<file path="src/rtl/alu_arbiter.sv">
// Two-requester round-robin front end for one shared, multi-cycle ALU.
// Latency: acceptance at edge k gives rsp_valid high after edge k+ALU_LAT. The response is held until consumed.
// Backpressure: only one operation is in flight at a time. reqN_ready is low outside IDLE. rsp is held while rsp_ready is low.
//
// Ports:
//   clk, rst_n              clock; asynchronous active-low reset
//   reqN_valid/reqN_ready   requester N handshake (N = 0, 1)
//   reqN_a, reqN_b, reqN_op operands and 4-bit ALU control code of requester N
//   alu_a, alu_b, alu_ctrl  operands and control held stable on the shared ALU
//   alu_c, alu_z            ALU result and zero/special flag
//   rsp_valid/rsp_ready     response handshake
//   rsp_id, rsp_c, rsp_z    response owner, captured result and captured flag
//   op_count                completed-response counter; wraps at 16 bits
module alu_arbiter #(
  parameter int WIDTH   = 32,
  parameter int ALU_LAT = 2    // legal range 1..15; sizes the 4-bit settle counter
) (
  input  logic             clk,
  input  logic             rst_n,
  input  logic             req0_valid,
  output logic             req0_ready,
  input  logic [WIDTH-1:0] req0_a,
  input  logic [WIDTH-1:0] req0_b,
  input  logic [3:0]       req0_op,
  input  logic             req1_valid,
  output logic             req1_ready,
  input  logic [WIDTH-1:0] req1_a,
  input  logic [WIDTH-1:0] req1_b,
  input  logic [3:0]       req1_op,
  output logic [WIDTH-1:0] alu_a,
  output logic [WIDTH-1:0] alu_b,
  output logic [3:0]       alu_ctrl,
  input  logic [WIDTH-1:0] alu_c,
  input  logic             alu_z,
  output logic             rsp_valid,
  input  logic             rsp_ready,
  output logic             rsp_id,
  output logic [WIDTH-1:0] rsp_c,
  output logic             rsp_z,
  output logic [15:0]      op_count
);

  typedef enum logic [1:0] {
    S_IDLE = 2'd0,
    S_EXEC = 2'd1,
    S_RESP = 2'd2
  } state_t;

  // The counter starts at ALU_LAT-1. Capture happens on the edge where it reads zero.
  // As a result, the ALU has exactly ALU_LAT edges to settle after the operands are driven.
  localparam logic [3:0] CNT_LOAD = 4'(ALU_LAT - 1);

  state_t           state_q,    state_d;
  logic             rr_q,       rr_d;
  logic [3:0]       cnt_q,      cnt_d;
  logic [WIDTH-1:0] alu_a_q,    alu_a_d;
  logic [WIDTH-1:0] alu_b_q,    alu_b_d;
  logic [3:0]       alu_ctrl_q, alu_ctrl_d;
  logic             owner_q,    owner_d;
  logic [WIDTH-1:0] rsp_c_q,    rsp_c_d;
  logic             rsp_z_q,    rsp_z_d;
  logic             rsp_id_q,   rsp_id_d;
  logic [15:0]      op_count_q, op_count_d;

  logic grant_vld;
  logic grant_id;

  // Grant selection. It is active only in IDLE.
  // If both requesters are valid, the one that was not served last wins.
  always_comb begin
    grant_vld = 1'b0;
    grant_id  = 1'b0;
    if (state_q == S_IDLE) begin
      if (req0_valid && req1_valid) begin
        grant_vld = 1'b1;
        grant_id  = ~rr_q;
      end else if (req0_valid) begin
        grant_vld = 1'b1;
        grant_id  = 1'b0;
      end else if (req1_valid) begin
        grant_vld = 1'b1;
        grant_id  = 1'b1;
      end
    end
  end

  // Gate with rst_n so that ready stays low while reset is held, even if a requester is valid.
  assign req0_ready = rst_n && grant_vld && !grant_id;
  assign req1_ready = rst_n && grant_vld &&  grant_id;

  always_comb begin
    state_d    = state_q;
    rr_d       = rr_q;
    cnt_d      = cnt_q;
    alu_a_d    = alu_a_q;
    alu_b_d    = alu_b_q;
    alu_ctrl_d = alu_ctrl_q;
    owner_d    = owner_q;
    rsp_c_d    = rsp_c_q;
    rsp_z_d    = rsp_z_q;
    rsp_id_d   = rsp_id_q;
    op_count_d = op_count_q;

    case (state_q)
      S_IDLE: begin
        if (grant_vld) begin
          // Operands and op code pass through untouched, including undefined codes.
          alu_a_d    = grant_id ? req1_a  : req0_a;
          alu_b_d    = grant_id ? req1_b  : req0_b;
          alu_ctrl_d = grant_id ? req1_op : req0_op;
          owner_d    = grant_id;
          rr_d       = grant_id;
          cnt_d      = CNT_LOAD;
          state_d    = S_EXEC;
        end
      end

      S_EXEC: begin
        if (cnt_q == 4'd0) begin
          rsp_c_d  = alu_c;
          rsp_z_d  = alu_z;
          rsp_id_d = owner_q;
          state_d  = S_RESP;
        end else begin
          cnt_d = cnt_q - 4'd1;
        end
      end

      S_RESP: begin
        // The handshake cycle stays in RESP. Therefore no request can be accepted
        // until the cycle after the response is taken.
        if (rsp_ready) begin
          op_count_d = op_count_q + 16'd1;
          state_d    = S_IDLE;
        end
      end

      default: begin
        state_d = S_IDLE;
      end
    endcase
  end

  always_ff @(posedge clk or negedge rst_n) begin
    if (!rst_n) begin
      state_q    <= S_IDLE;
      rr_q       <= 1'b1;    // requester 0 wins the first contention
      cnt_q      <= 4'd0;
      alu_a_q    <= '0;
      alu_b_q    <= '0;
      alu_ctrl_q <= 4'b0000;
      owner_q    <= 1'b0;
      rsp_c_q    <= '0;
      rsp_z_q    <= 1'b0;
      rsp_id_q   <= 1'b0;
      op_count_q <= 16'd0;
    end else begin
      state_q    <= state_d;
      rr_q       <= rr_d;
      cnt_q      <= cnt_d;
      alu_a_q    <= alu_a_d;
      alu_b_q    <= alu_b_d;
      alu_ctrl_q <= alu_ctrl_d;
      owner_q    <= owner_d;
      rsp_c_q    <= rsp_c_d;
      rsp_z_q    <= rsp_z_d;
      rsp_id_q   <= rsp_id_d;
      op_count_q <= op_count_d;
    end
  end

  assign alu_a     = alu_a_q;
  assign alu_b     = alu_b_q;
  assign alu_ctrl  = alu_ctrl_q;
  assign rsp_valid = (state_q == S_RESP);
  assign rsp_id    = rsp_id_q;
  assign rsp_c     = rsp_c_q;
  assign rsp_z     = rsp_z_q;
  assign op_count  = op_count_q;

endmodule

</file>
<file path="config.mk">
export PLATFORM = sky130hd
export DESIGN_NAME = alu_arbiter
export DESIGN_NICKNAME = d
export VERILOG_FILES = /design/src/rtl/alu_arbiter.sv
export SDC_FILE = /design/constraint.sdc
export NUM_CORES = 1
export LEC_CHECK = 0
export BUFFER_PORTS_ARGS = -buffer_cell sky130_fd_sc_hd__buf_2
export CORE_MARGIN = 2
export CORE_UTILIZATION = 41
export DETAILED_ROUTE_END_ITERATION = 8
export GPL_TIMING_DRIVEN = 0
export PLACE_DENSITY = 0.73
export REMOVE_ABC_BUFFERS = 1
export SYNTH_ARGS = -nofsm -noshare
export SYNTH_HDL_FRONTEND = slang
export SYNTH_SLANG_ARGS = --single-unit
export TNS_END_PERCENT = 100
</file>
<file path="constraint.sdc">
create_clock -name clk -period 1.55 [get_ports clk]
set_input_delay 0.0775 -clock clk [delete_from_list [all_inputs] [get_ports clk]]
set_output_delay 0.0775 -clock clk [all_outputs]
set_load 0.01 [all_outputs]
</file>
# Word-level counts from Yosys, hierarchy flattened

Index checks and enable logic that the tools add are counted.

Input bits: 174
ROM bits: 0
Latch bits: 0
Output and inout port bits: 121
Bits in registers: 126
Memory bits (writable): 0
Memories kept: 0
Word-level logic and storage cells: 50

Equality and inequality tests: 6
Muxes and demuxes: 17
Multiply operators: 0
Bitwise gates (word level): 1
Add/sub/neg operators: 2
Shift operators: 0
Magnitude comparators: 0
Reduce and logical (&&, ||, !) cells: 13
Div/mod/pow operators: 0

Operator list:

| kind                    | count |
|---|---|
| $mux W32                | 2 |
| $add A16 B1 Y16 const B | 1 |
| $mux W4                 | 3 |
| $pmux W4 S2             | 1 |
| $mux W1                 | 7 |
| $mux W2                 | 3 |
| $ne A2 B2 Y1 const B    | 3 |
| $pmux W2 S3             | 1 |
| $reduce_and A2 Y1       | 3 |
| $reduce_and A3 Y1       | 2 |
| $logic_and A1 B1 Y1     | 4 |
| $logic_not A4 Y1        | 1 |
| $sub A4 B1 Y4 const B   | 1 |
| $eq A2 B1 Y1 const B    | 1 |
| $eq A2 B2 Y1 const B    | 1 |
| $logic_not A2 Y1        | 1 |
| $ne A2 B1 Y1 const B    | 1 |
| $reduce_bool A2 Y1      | 1 |
| $logic_not A1 Y1        | 1 |
| $not A1 Y1              | 1 |

# Logic depth before layout (Yosys ltp)

Depth in word-level cells: 6
Mapped depth: 9
Gate-level depth less buffers: 6

# Worst setup path before layout

No wires, ideal clock.

Path kind: register to register
From: register cnt_q[0]
To: register rsp_c_q[10] (netlist: rsp_c[10])
Setup slack: -138 ps
Data required time: 1434 ps
Stages on the path, launching flop included: 10
Library setup time: 116 ps
Period minus slack after synthesis: 1688 ps
Buffers on the path: 3
Data arrival time: 1571 ps
Path through: dfrtp_1 -> inv_1 -> ha_1 -> or3b_1 -> buf_2 -> nand2b_1 -> buf_6 -> buf_6 -> nand2_1 -> nand2_1

Cells in the longest elaborated chain, start to end: 2

Ends and longest elaborated chain:

| what                        | line | source |
|---|---|---|
| start, declared             | 55   | `logic [3:0] cnt_q, cnt_d;` |
| start signal, assigned      | 160  | `cnt_q <= cnt_d;` |
| $logic_not A4 Y1            | 119  | `if (cnt_q == 4'd0) begin` |
| $reduce_and A2 Y1 (no line) | --   |  |
| end signal, assigned        | 165  | `rsp_c_q <= rsp_c_d;` |
| end, declared               | 60   | `logic [WIDTH-1:0] rsp_c_q, rsp_c_d;` |

No other way between the ends.
A chain may end at the register's enable or synchronous reset.

# Final worst setup path

From: register state_q[1]
To: register alu_a_q[11] (netlist: alu_a[11])

Cells in the longest elaborated chain, start to end: 3
Elaborated cells between the ends (all ways): 5
Classes of those cells: mux: 3; reduce/logical: 2

Ends and longest elaborated chain:

| what                                                 | line    | source |
|---|---|---|
| start, declared                                      | 53      | `state_t state_q, state_d;` |
| start signal, assigned                               | 158     | `state_q <= state_d;` |
| $logic_not A2 Y1 (*)                                 | 73, 104 |  |
| $mux W1                                              | 73      | `if (state_q == S_IDLE) begin` |
| $mux W32 / $reduce_and A2 Y1 (equally long branches) | --      |  |
| end signal, assigned                                 | 161     | `alu_a_q <= alu_a_d;` |
| end, declared                                        | 56      | `logic [WIDTH-1:0] alu_a_q, alu_a_d;` |

Every way passes the cells marked *; elsewhere a longest branch is shown, timed or not.

==> results.yml <==
outcome:
  status: "complete, but fails checks"
  violations: "negative hold slack, negative setup slack"
clock_tree:
  cts_sinks: 126
  cts_tree: "built"
  cts_hold_buf: 170
  clkLatencyLatePin_ps: 430
  htreeDepth: 4
  cts-root-buf: "clkbuf_16"
  path_clk_slew_ps: 70
  cts_buffers: 17
  cts.path.max_buffers: 2
setup_path:
  cp-end-kind: "flip-flop"
  crit_slowest_cell: "a21oi_1"
  critPathLaunchType: "flip-flop"
  crit_chain: "nor2_4, buf_4, buf_6, buf_6, and3_4, a21oi_1, a21oi_1"
  critPathMaxFanout: 7
  crit_arrival_ps: 2480
  cpPeakStageDelay_ps: 570
  crit_family: "compound AO/OA/AOI/OAI gates"
  worstPathRequired_ps: 1800
  worstSetupPathType: "reg2reg"
  cp_num_buf_inv: 3
place:
  dpl.hpwl_um: 11390
  portBuffers: 294
  place_congestion: 0.7788
  place_ws_ps: -845.5
grt:
  track_usage_pct: 36.67
  grt.overflow.total: 0
  grt_pass1_vias: 7783
  antenna_found_initial: 3
  grt_max_degree: 66
  grt_pass1_wl_um: 40430
cells_and_area:
  nets: 1328
  fin_util_pct: 84.50
  mostFrequentLayoutCell: "buf_2"
  drive_gt1_share_pct: 48.80
  final_cell_mix: "292 x buf_2, 170 x dlygate4sd3_1, 123 x dfrtp_1, 117 x nand2_1, 74 x nor2_1"
  area_growth_pct: 101.7
job:
  cap_violations: 0
sta:
  max_clock_freq_mhz: 447.4
  drv_slew: 0
  tns_ps: -14760
  timing.final.crit_share_pct: 144.2
  min_period_ps: 2235
  worst_slack_ps: -685.1
  hold_viol: 63
  rsz0062_at_grt: "yes"
  finalSetupViolCount: 111
  hold_ws_ps: -329.9
  tightest_slew_ps: 702.5
  finClkSkew_ps: 15.10
  max-slew-margin-rel_pct: 53.17
synthesis:
  synth.top_cell.area_share_pct: 56.60
  synth_compound_gate_area_share_pct: 14.20
  yosys.area_share.simple_pct: 21.12
  synthAdderAreaFrac_pct: 0.6792
  synth-async-reset-ratio_pct: 100.0
  syn_avg_cell_area_um2: 8.928
  synth_area_leaders: "dfrtp_1 57%, nand2_1 12%, a21oi_1 11%"
  synth_top_area_cell: "dfrtp_1"
  ys_seq_area_share_pct: 57.07
  synth_top_family_by_area: "simple AND/OR/NAND/NOR gates"
  yosysWarnings: 0
  syn_area_mm2: 0.005527
  postSynthCellCount: 619
  synth_ff_type: "dfrtp_1"
  synth-edff-count: 0
  synth_mux_area_share_pct: 0.2038
  ys_seq_elements: 126
  synth_xor_area_share_pct: 2.694
  ys_types: 30
route:
  via_per_inst: 5.972
  first_pass_iters: 8
  drc: 0
  initialDrtViolationCount: 943
  wl_per_cell_um: 24.71
  drtAntennaViolNets: 0
  finalWirelength_um: 33210
  dr_total_vias: 8026
floorplanning:
  initial_utilization_pct: 41.90
  rows: 42
  ioPinCount: 295
  die_h_um: 120.1
  die_w_um: 120.1
  die_area_mm2: 0.01442
  core_area_mm2: 0.01319
power_and_ir_drop:
  p_leak_uw: 0.005636
  p_per_area_mw_per_mm2: 1872
  ir_worst_vdd_uv: 1072
min_path:
  min_path_type: "in2async"
-- area by class of cell --
class	count	area (um2)
repair buffers	535	4096
flip-flops and latches	126	3157
multi-input cells	468	3043
fillers	650	2044
clock buffers	19	442.9
well taps	176	220.2
clock inverters	13	165.2
inverters	3	11.26
diodes	4	10.01
-- cell families after synthesis --
family          count (synthesis)
simple gates                  289
mux                             1
fa+ha+maj                       3
compound gates                142
buf+inv                        41
xor+xnor                       17
flops                         126
-- cell usage after synthesis (3+ instances only) --
master and instances:
xor2_1 6, buf_2 10, nand2_1 182, nand3_1 7, nor3_1 4, buf_4 3, a21oi_2 18, ha_1 3
buf_6 6, inv_1 3, nand2b_1 3, xnor2_1 11, and3_1 6, clkbuf_1 19, nand4_1 4, nor2_1 75
a21oi_1 119, dfrtp_1 125
-- through the flow --
| stage | hold slack (ps) | power, uW | cells | cell area, um2 |
|---|---|---|---|---|
| 2_1_floorplan | -218.1 | 9038 | 581 | 5315 |
| 3_3_place_gp | 268.1 | 11350 | 1051 | 7007 |
| 3_5_place_dp | 118.9 | 11590 | 1055 | 7133 |
| 4_1_cts | -324.5 | 17800 | 1303 | 10220 |
| 5_1_grt | -289.4 | 21550 | 1342 | 11140 |
| 6_report | -329.9 | 20870 | 1344 | 11150 |
-- power breakdown --
part	total, uW	switching [uW]	internal, uW
clock network	4230	1650	2580
logic	10700	6200	4530
registers	5910	1130	4780
-- registers in the layout, indices dropped and copies added (netlist names), 2 cells and up --
signal and cells:
alu_a 32, alu_b 32, rsp_c 32, op_count 16, alu_ctrl 4, cnt_q 4
state_q 2
-- worst reg2reg max path, stage by stage, from the launching register on --
cell and delay (ps):
dfrtp_2 470, nor2_4 200, buf_4 140, buf_6 110
buf_6 130, and3_4 320, a21oi_1 130, a21oi_1 570
-- worst paths after layout --
| check | from | to | slack (ps) | cells after the start |
|---|---|---|---|---|
| max in group asynchronous | rst_n | alu_a[7] | 1140 | 2 |
| max reg2reg | state_q[1] | alu_a[11] | -690 | 7 |
| min | rst_n | op_count[13] | -330 | 1 |
| min in group clk | req1_valid | rr_q | 290 | 4 |
| max | state_q[1] | alu_a[11] | -690 | 7 |
| min reg2reg | op_count[15] | op_count[15] | 480 | 1 |
-- repair_timing --
item,in CTS,in global routing
endpoints found under the hold margin,166,63
pin swaps,37,47
gates cloned,18,9
endpoints found under the setup margin,113,115
setup buffers,28,31
resized for setup,71,137
-- layer usage --
metal | track usage, % | part of all wire, % | wire, um | up-vias
met5 | 0 | 0.042 | 14 | -
met4 | 24.85 | 8.8 | 2921 | 2
met3 | 11.17 | 12 | 3945 | 320
met2 | 63.32 | 47 | 15720 | 829
met1 | 38.12 | 32 | 10610 | 3741
li1 | - | - | - | 3134
No activity file was read; power rests on OpenSTA's default activity.
